### config.mk
export PLATFORM = sky130hd
export DESIGN_NAME = mem_arbiter
export DESIGN_NICKNAME = d
export VERILOG_FILES = /design/src/rtl/cpu_pkg.sv /design/src/rtl/starve_counter.sv /design/src/rtl/mem_arbiter.sv
export SDC_FILE = /design/constraint.sdc
export NUM_CORES = 1
export LEC_CHECK = 0
export CAP_MARGIN = 20
export CORE_MARGIN = 2
export CORE_UTILIZATION = 35
export DETAILED_ROUTE_END_ITERATION = 8
export GPL_ROUTABILITY_DRIVEN = 0
export PLACE_DENSITY_LB_ADDON = 0.05
export SLEW_MARGIN = 20
export SYNTH_ARGS = -nofsm -noshare
export SYNTH_HDL_FRONTEND = slang
export SYNTH_HIERARCHICAL = 1
export SYNTH_SLANG_ARGS = --single-unit
### constraint.sdc
create_clock -name clk -period 2.4 [get_ports clk]
set_input_delay 0.6 -clock clk [delete_from_list [all_inputs] [get_ports clk]]
set_output_delay 0.6 -clock clk [all_outputs]
set_load 0.05 [all_outputs]
### src/rtl/cpu_pkg.sv
// Shared definitions for the memory arbiter slice: default widths,
// fetch starvation limit and the arbiter FSM state encoding.
package cpu_pkg;

    localparam int ADDR_W       = 5;
    localparam int DATA_W       = 16;
    localparam int STARVE_LIMIT = 4;

    // Arbiter FSM: which port, if any, has an access in flight
    localparam logic [1:0] ST_IDLE    = 2'd0;
    localparam logic [1:0] ST_IF_PEND = 2'd1;
    localparam logic [1:0] ST_DM_PEND = 2'd2;

    // The state after any cycle depends only on which grant fired in it
    function automatic logic [1:0] next_state(input logic if_gnt, input logic dm_gnt);
        if (if_gnt) begin
            return ST_IF_PEND;
        end
        if (dm_gnt) begin
            return ST_DM_PEND;
        end
        return ST_IDLE;
    endfunction

endpackage

### src/rtl/starve_counter.sv
// Saturating count of consecutive cycles the fetch port has waited.
// 'expired' tells the arbiter that fetch must now win over data.
module starve_counter #(
    parameter int LIMIT = cpu_pkg::STARVE_LIMIT
) (
    input  logic clk,
    input  logic rst,
    input  logic req,
    input  logic gnt,
    output logic expired
);

    localparam logic [2:0] LIMIT_C = 3'(LIMIT);

    logic [2:0] cnt;

    // Count waiting cycles, saturate at the limit, clear once served or withdrawn
    always_ff @(posedge clk or negedge rst) begin
        if (!rst) begin
            cnt <= '0;
        end else if (!req || gnt) begin
            cnt <= '0;
        end else if (cnt < LIMIT_C) begin
            cnt <= cnt + 3'd1;
        end
    end

    assign expired = (cnt >= LIMIT_C);

endmodule

### src/rtl/mem_arbiter.sv
// Two-port (fetch / data) arbiter in front of a single-port synchronous
// memory. One access per cycle, data preferred unless fetch has starved.
module mem_arbiter #(
    parameter int ADDR_W       = cpu_pkg::ADDR_W,
    parameter int DATA_W       = cpu_pkg::DATA_W,
    parameter int STARVE_LIMIT = cpu_pkg::STARVE_LIMIT
) (
    input  logic              clk,
    input  logic              rst,
    input  logic              halt,
    input  logic              if_req,
    input  logic [ADDR_W-1:0] if_addr,
    output logic              if_gnt,
    output logic              if_valid,
    output logic [DATA_W-1:0] if_rdata,
    input  logic              dm_req,
    input  logic              dm_we,
    input  logic [ADDR_W-1:0] dm_addr,
    input  logic [DATA_W-1:0] dm_wdata,
    output logic              dm_gnt,
    output logic              dm_valid,
    output logic [DATA_W-1:0] dm_rdata,
    output logic              mem_en,
    output logic              mem_we,
    output logic [ADDR_W-1:0] mem_addr,
    output logic [DATA_W-1:0] mem_wdata,
    input  logic [DATA_W-1:0] mem_rdata
);

    import cpu_pkg::*;

    logic [1:0]        state;
    logic              pend_we;
    logic [ADDR_W-1:0] addr_q;
    logic [DATA_W-1:0] wdata_q;
    logic              fetch_starved;
    logic              grant_ok;

    starve_counter #(
        .LIMIT(STARVE_LIMIT)
    ) u_starve (
        .clk    (clk),
        .rst    (rst),
        .req    (if_req),
        .gnt    (if_gnt),
        .expired(fetch_starved)
    );

    // Pick at most one winner; grants are forced low during reset and halt
    always_comb begin
        grant_ok = rst & ~halt;
        if_gnt   = grant_ok & if_req & (~dm_req | fetch_starved);
        dm_gnt   = grant_ok & dm_req & ~(if_req & fetch_starved);
    end

    // Drive the memory port from the winner, otherwise hold the last address/data
    always_comb begin
        mem_en    = if_gnt | dm_gnt;
        mem_we    = dm_gnt & dm_we;
        mem_addr  = addr_q;
        mem_wdata = wdata_q;
        if (if_gnt) begin
            mem_addr  = if_addr;
            mem_wdata = '0;
        end else if (dm_gnt) begin
            mem_addr  = dm_addr;
            mem_wdata = dm_wdata;
        end
    end

    // Track the in-flight access and remember the last memory address/data driven
    always_ff @(posedge clk or negedge rst) begin
        if (!rst) begin
            state   <= ST_IDLE;
            pend_we <= 1'b0;
            addr_q  <= '0;
            wdata_q <= '0;
        end else begin
            state   <= next_state(if_gnt, dm_gnt);
            pend_we <= dm_gnt & dm_we;
            if (mem_en) begin
                addr_q  <= mem_addr;
                wdata_q <= mem_wdata;
            end
        end
    end

    // Return read data to the port whose access completes this cycle
    always_comb begin
        if_valid = (state == ST_IF_PEND);
        dm_valid = (state == ST_DM_PEND);
        if_rdata = '0;
        dm_rdata = '0;
        if (if_valid) begin
            if_rdata = mem_rdata;
        end
        if (dm_valid && !pend_we) begin
            dm_rdata = mem_rdata;
        end
    end

endmodule
# Word level (Yosys, flattened, before mapping)
# Index checks and enable logic that the tools add are counted.
[word_totals] register_bits=27 latch_bits=0 mem_bits_rw=0 romBits=0 inputBits=48 output_inout_bits=59 elab_cells=42 memories=0
[op_classes] add_sub_neg=1 multipliers=0 div_mod_pow=0 n_lt_le_gt_ge=2 eq_ne=2 shifts=0 n_mux=15 bitwise_logic=12 n_reduce_logical=5
[op_table] cell="$mux 16" n=4
[op_table] cell="$mux 5" n=2
[op_table] cell="$mux 2" n=4
[op_table] cell="$and 1x1->1" n=7
[op_table] cell="$mux 3" n=2
[op_table] cell="$add 3x1->3 const B" n=1
[op_table] cell="$ge 3x3->1 const B" n=1
[op_table] cell="$lt 3x3->1 const B" n=1
[op_table] cell="$mux 1" n=3
[op_table] cell="$not 1->1" n=3
[op_table] cell="$eq 2x1->1 const B" n=1
[op_table] cell="$eq 2x2->1 const B" n=1
[op_table] cell="$logic_not 1->1" n=2
[op_table] cell="$or 1x1->1" n=2
[op_table] cell="$reduce_bool 2->1" n=1
[op_table] cell="$logic_and 1x1->1" n=1
[op_table] cell="$logic_or 1x1->1" n=1

# Logic depth before layout (Yosys ltp)
[depth] ltp_word=8 depth_mapped=5

# Cells and area by module
# Netlist, hierarchy kept.
[by_module_without_submodules] module="mem_arbiter" n_inst=1 cells_each=132 area_each_um2=1417.6 seq_area_each_um2=600.6
[by_module_without_submodules] module="starve_counter" n_inst=1 cells_each=15 area_each_um2=151.4 seq_area_each_um2=75.1

# Least setup slack after synthesis
# Ideal clock, no wire load.
[synth_path] path_type="input-to-output" start="input port halt" end="output port if_gnt" arrival_time_ps=2075 required_ps=1800 setup_slack_ps=-275 path_stages=3 n_path_buf=1 cell_sequence="nand2b_4 > buf_6 > nor3b_1"
[synth_via] elab_chain_len=4
[synth_rtl] element="start: declaration" line="mem_arbiter.sv:10" text="input logic halt,"
[synth_rtl] element="$not 1->1" line="mem_arbiter.sv:51" text="grant_ok = rst & ~halt;"
[synth_rtl] element="$and 1x1->1" line="mem_arbiter.sv:51"
[synth_rtl] element="$and 1x1->1 (2 in series)" line="mem_arbiter.sv:52" text="if_gnt = grant_ok & if_req & (~dm_req | fetch_starved);"
[synth_rtl] element="end: declaration" line="mem_arbiter.sv:13" text="output logic if_gnt,"
# Every way passes these cells.

# Final worst setup path
[layout_path] start="register u_starve.cnt[2]" end="output port mem_addr[3]"
[layout_via] elab_chain_len=6 elab_cells_between_ends=8
[layout_rtl] element="start: declaration" line="starve_counter.sv:15" text="logic [2:0] cnt;"
[layout_rtl] element="start signal: assignment" line="starve_counter.sv:24" text="cnt <= cnt + 3'd1;"
[layout_rtl] element="$ge 3x3->1 *" line="starve_counter.sv:28" text="assign expired = (cnt >= LIMIT_C);"
[layout_rtl] element="$and 1x1->1" line="mem_arbiter.sv:53" text="dm_gnt = grant_ok & dm_req & ~(if_req & fetch_starved);"
[layout_rtl] element="$not 1->1" line="mem_arbiter.sv:53"
[layout_rtl] element="$and 1x1->1" line="mem_arbiter.sv:53"
[layout_rtl] element="$mux 5" line="mem_arbiter.sv:65" text="end else if (dm_gnt) begin"
[layout_rtl] element="$mux 5 *" line="mem_arbiter.sv:62" text="if (if_gnt) begin"
[layout_rtl] element="end: declaration" line="mem_arbiter.sv:25" text="output logic [ADDR_W-1:0] mem_addr,"
# Mark *: on every way between the ends. The rest lies on a longest branch, timed or not.

==> summary by stage <==
Status
The run finished with clean final reports.

Yosys
The synthesis warning total is 6. For this run, asynchronously set or reset flops after synthesis account for 1.000. Of all cell types, the one taking the most synthesized area is sky130_fd_sc_hd__dfrtp_1. The synthesized netlist net count is 197. Of the synthesized area, sequential elements account for 0.4306. The synthesized design contains 0 enable-type register cells. The synthesized netlist occupies a cell area of 0.001569 mm^2. The count of cell types in the netlist is 24. The share of synthesized area in the top cell type comes to 0.4306.

The leading cell type by number of instances after synthesis is sky130_fd_sc_hd__and2_1. The main flop type after synthesis is sky130_fd_sc_hd__dfrtp_1. By area the synthesized netlist is led by sky130_fd_sc_hd__dfrtp_1 43%, sky130_fd_sc_hd__a22o_1 18%, sky130_fd_sc_hd__and2_1 13%.

The count of mapped cells out of synthesis is 147. Counting flops and latches in the post-synthesis netlist gives 27. Sorting the synthesized cells by how often they occur yields 33 x sky130_fd_sc_hd__and2_1, 32 x sky130_fd_sc_hd__a22o_1, 27 x sky130_fd_sc_hd__dfrtp_1. The mean instance size in the synthesized netlist is 10.67 um^2.

Global route
The initial antenna violation count is 0. Entering global routing, the biggest net connects 28 pins. The via count of the first global-routing pass is 1640.

The total overflow left after global routing is 0. The total global-route track usage is 0.2193. The first global-routing pass estimated 8825 um of wire.

Pwr
The cell-internal power is 1.102 mW. The leakage component of the power is 1.586 nW. The share of total power dissipated in sequential elements is 0.323.

Of the total power, the share spent switching nets is 0.3611. The power share of the combinational group is 0.522. IR analysis of the VDD net gives a maximum drop of 0.3651 mV. The total power divided by cell area is 488.2 mW/mm^2. Total power for the finished layout comes to 1.725 mW. The clock network fraction of total power is 0.155.

In this run the power spent charging and discharging nets is 622.8 uW.

Timing
Derived from the worst setup path, the maximum achievable clock frequency is 0.4281 GHz. Of the available clock period, the critical path in the final layout requires 0.9733. Setup slack on the critical path of the routed design comes to 0.06402 ns. Hold timing on the final database bottoms out at a slack of 0.3679 ns. Measured against its own limit, the worst slew margin works out to 0.6023. Setup violations remaining at the end of the flow were counted as 0. At the pin with the least slew margin, the transition time is 0.5939 ns. After routing, the total negative slack on setup checks comes to 0 ns. Setup repair after global routing left no endpoint under its margin. For the finished layout, the period the worst path requires is 2.336 ns.

For the final database, setup skew stands at 0.007153 ns. The total count of hold-check failures in the final report was 0. The count of pins over their slew limit is 0.

Worst setup path
The highest-delay cell along the critical path is sky130_fd_sc_hd__dfrtp_1. In this design, the critical path's most frequently occurring cell is sky130_fd_sc_hd__buf_12. STA classifies the critical path startpoint as a flip-flop. The launching instance or port of the critical path is u_starve/cnt[2]$_DFFE_PN0P_. The count of buffering cells on the critical path with inverters included is 3. At the worst endpoint, the required time is 1.80 ns.

The reg-to-reg critical path startpoint is u_starve/cnt[2]$_DFFE_PN0P_. The largest fanout of any net on the critical path is 12. For the worst setup path, the data arrival time is 1.74 ns. The signal on the critical path passes through a211oi_4 > buf_6 > buf_12 > a221o_2 > buf_12.

The largest stage delay on the critical path is 0.51 ns. The type of the worst setup path is reg -> out. The cell family contributing the most delay on the critical path is compound AO/OA/AOI/OAI gates. The worst setup path is captured at an output pin. The worst register-to-register path has a setup slack of 0.81 ns.

Placed design
The number of port buffers is 106. The placed wire-length estimate after detailed placement is 4008 um. The placed instance area is 0.003349 mm^2. In this run, placement finished with an instance count of 307. The worst setup slack before clock tree synthesis is -0.3695 ns.

Floorplan
The area inside the core boundary is 0.004324 mm^2. For this configuration, the core starts out at a cell density of 0.3628. In this run the horizontal extent of the chip is 70.96 um.

The die is 70.96 um tall. The number of top-level design ports is 107. The die covers 0.005035 mm^2. In this run the core area contains 24 standard-cell rows.

Final layout
The multi-input combinational cells in the finished layout cover a total of 885.9 um^2. Of the cells placed in the final design, the portion with a size suffix greater than 1 is 0.4248. The sequential cells in the finished layout cover a total of 675.6 um^2.

Relative to the synthesized area, the layout overhead comes to 125.2%. The finished layout holds 318 standard cells, fillers aside. The utilization after layout is 0.8171. The post-layout net count is 317. The fill cell instance count of the final layout is 232.

The antenna cell count is 0. The finished cells cover 0.003533 mm^2.

Drt
The count of vias placed by the detailed router is 1642. For this run, design rule violations remaining after detail routing come to 0. The detail route stage leaves a number of antenna-violating nets equal to 0. Dividing the detail-routed via count by the number of cells gives 5.164.

The total wire length is 5511 um. The first TritonRoute pass finished after 4 iterations. The detailed router finished its first iteration with 45 violations. The routed length per placed instance is 17.33 um.

Clock network
The number of CTS-inserted buffers is 3. The cell sitting at the root of the clock tree is a sky130_fd_sc_hd__clkbuf_8. The clock-pin slew on the worst setup and hold paths is 0.10 ns. Clock latency on the worst-skew pair, taken at its later pin, is 0.28 ns.

CTS built an H-tree with a depth of 1. The total clock sinks is 27. The clock tree from TritonCTS is built. The longest clock path from root to sink contains 2 buffers.

Flow run
The tool flagged a number of max-cap violations equal to 0.

Min path
The worst hold path belongs to the class in -> async.
==> final timing paths <==
| check | endpoint | depth (start not counted) |
|---|---|---|
| max | mem_addr[3] | 5 |
| min | wdata_q[0]$_DFFE_PN0P_ | 2 |
| max reg2reg | u_starve/cnt[1]$_DFFE_PN0P_ | 6 |
| min reg2reg | wdata_q[10]$_DFFE_PN0P_ | 1 |
| max in group asynchronous | addr_q[3]$_DFFE_PN0P_ | 2 |
| min in group clk | wdata_q[10]$_DFFE_PN0P_ | 1 |
==> kinds of logic (layout without fill, tap and decap cells) <==
group | Yosys count | in the layout | share of synthesized area
xor+xnor | 1 | 1 | 0.005583
fa+ha+maj | 2 | 2 | 0.01595
simple gates | 54 | 54 | 0.2034
flops | 27 | 27 | 0.4306
mux | 1 | 1 | 0.006380
compound gates | 45 | 46 | 0.2719
buf+inv | 17 | 135 | 0.06619
==> layout by cell type (no fill, tap or decap), types with 3 or more instances in the layout <==
master                            netlist  routed
sky130_fd_sc_hd__and2_1                33      32
sky130_fd_sc_hd__a221o_2                0       5
sky130_fd_sc_hd__buf_12                 0      60
sky130_fd_sc_hd__dfrtp_1               27      27
sky130_fd_sc_hd__nor3_1                 5       5
sky130_fd_sc_hd__clkbuf_8               0       3
sky130_fd_sc_hd__buf_4                  0      16
sky130_fd_sc_hd__a22o_4                 0       7
sky130_fd_sc_hd__clkdlybuf4s50_1        0      44
sky130_fd_sc_hd__a22o_1                32      21
sky130_fd_sc_hd__nor2_1                 4       4
sky130_fd_sc_hd__a221o_1               10       5
sky130_fd_sc_hd__buf_2                  2       3
sky130_fd_sc_hd__a22o_2                 0       4
sky130_fd_sc_hd__nand2_1                5       5
==> sequential cells by signal (all words and copies together) (netlist names) <==
name          flops
wdata_q          16
addr_q            5
u_starve/cnt      3
state             2
pend_we           1
==> cell type report <==
type,instances,area share
Multi-Input combinational cell,104,0.2507
Inverter,4,0.004249
Timing Repair Buffer,127,0.5216
Clock inverter,1,0.002125
Clock buffer,3,0.01169
Sequential cell,27,0.1912
Tap cell,52,0.01841
==> power by group through the flow <==
stage          Sequential, mW  Combinational, mW  Clock (mW)
2_1_floorplan           0.549              0.427           0
3_3_place_gp            0.557              0.861           0
3_5_place_dp            0.559              0.868           0
4_1_cts                 0.553              0.892       0.276
5_1_grt                 0.564              0.938       0.296
6_report                0.557              0.901       0.267
==> per-layer routing <==
metal,vias to the layer above,GRT usage,part of all wire
li1,779,-,-
met4,0,0.06289,0.017
met2,83,0.3489,0.49
met5,-,0,0
met1,769,0.3070,0.43
met3,11,0.04131,0.063
==> what timing repair did <==
| item | CTS | global route |
|---|---|---|
| buffers inserted | 6 | 0 |
| gates resized for setup | 22 | 8 |
| pin swaps | 9 | 5 |
| cloned | 2 | 2 |
| hold buffers | 0 | 0 |
| setup endpoints to repair | 41 | 19 |
No activity file was read; power rests on OpenSTA's default activity.
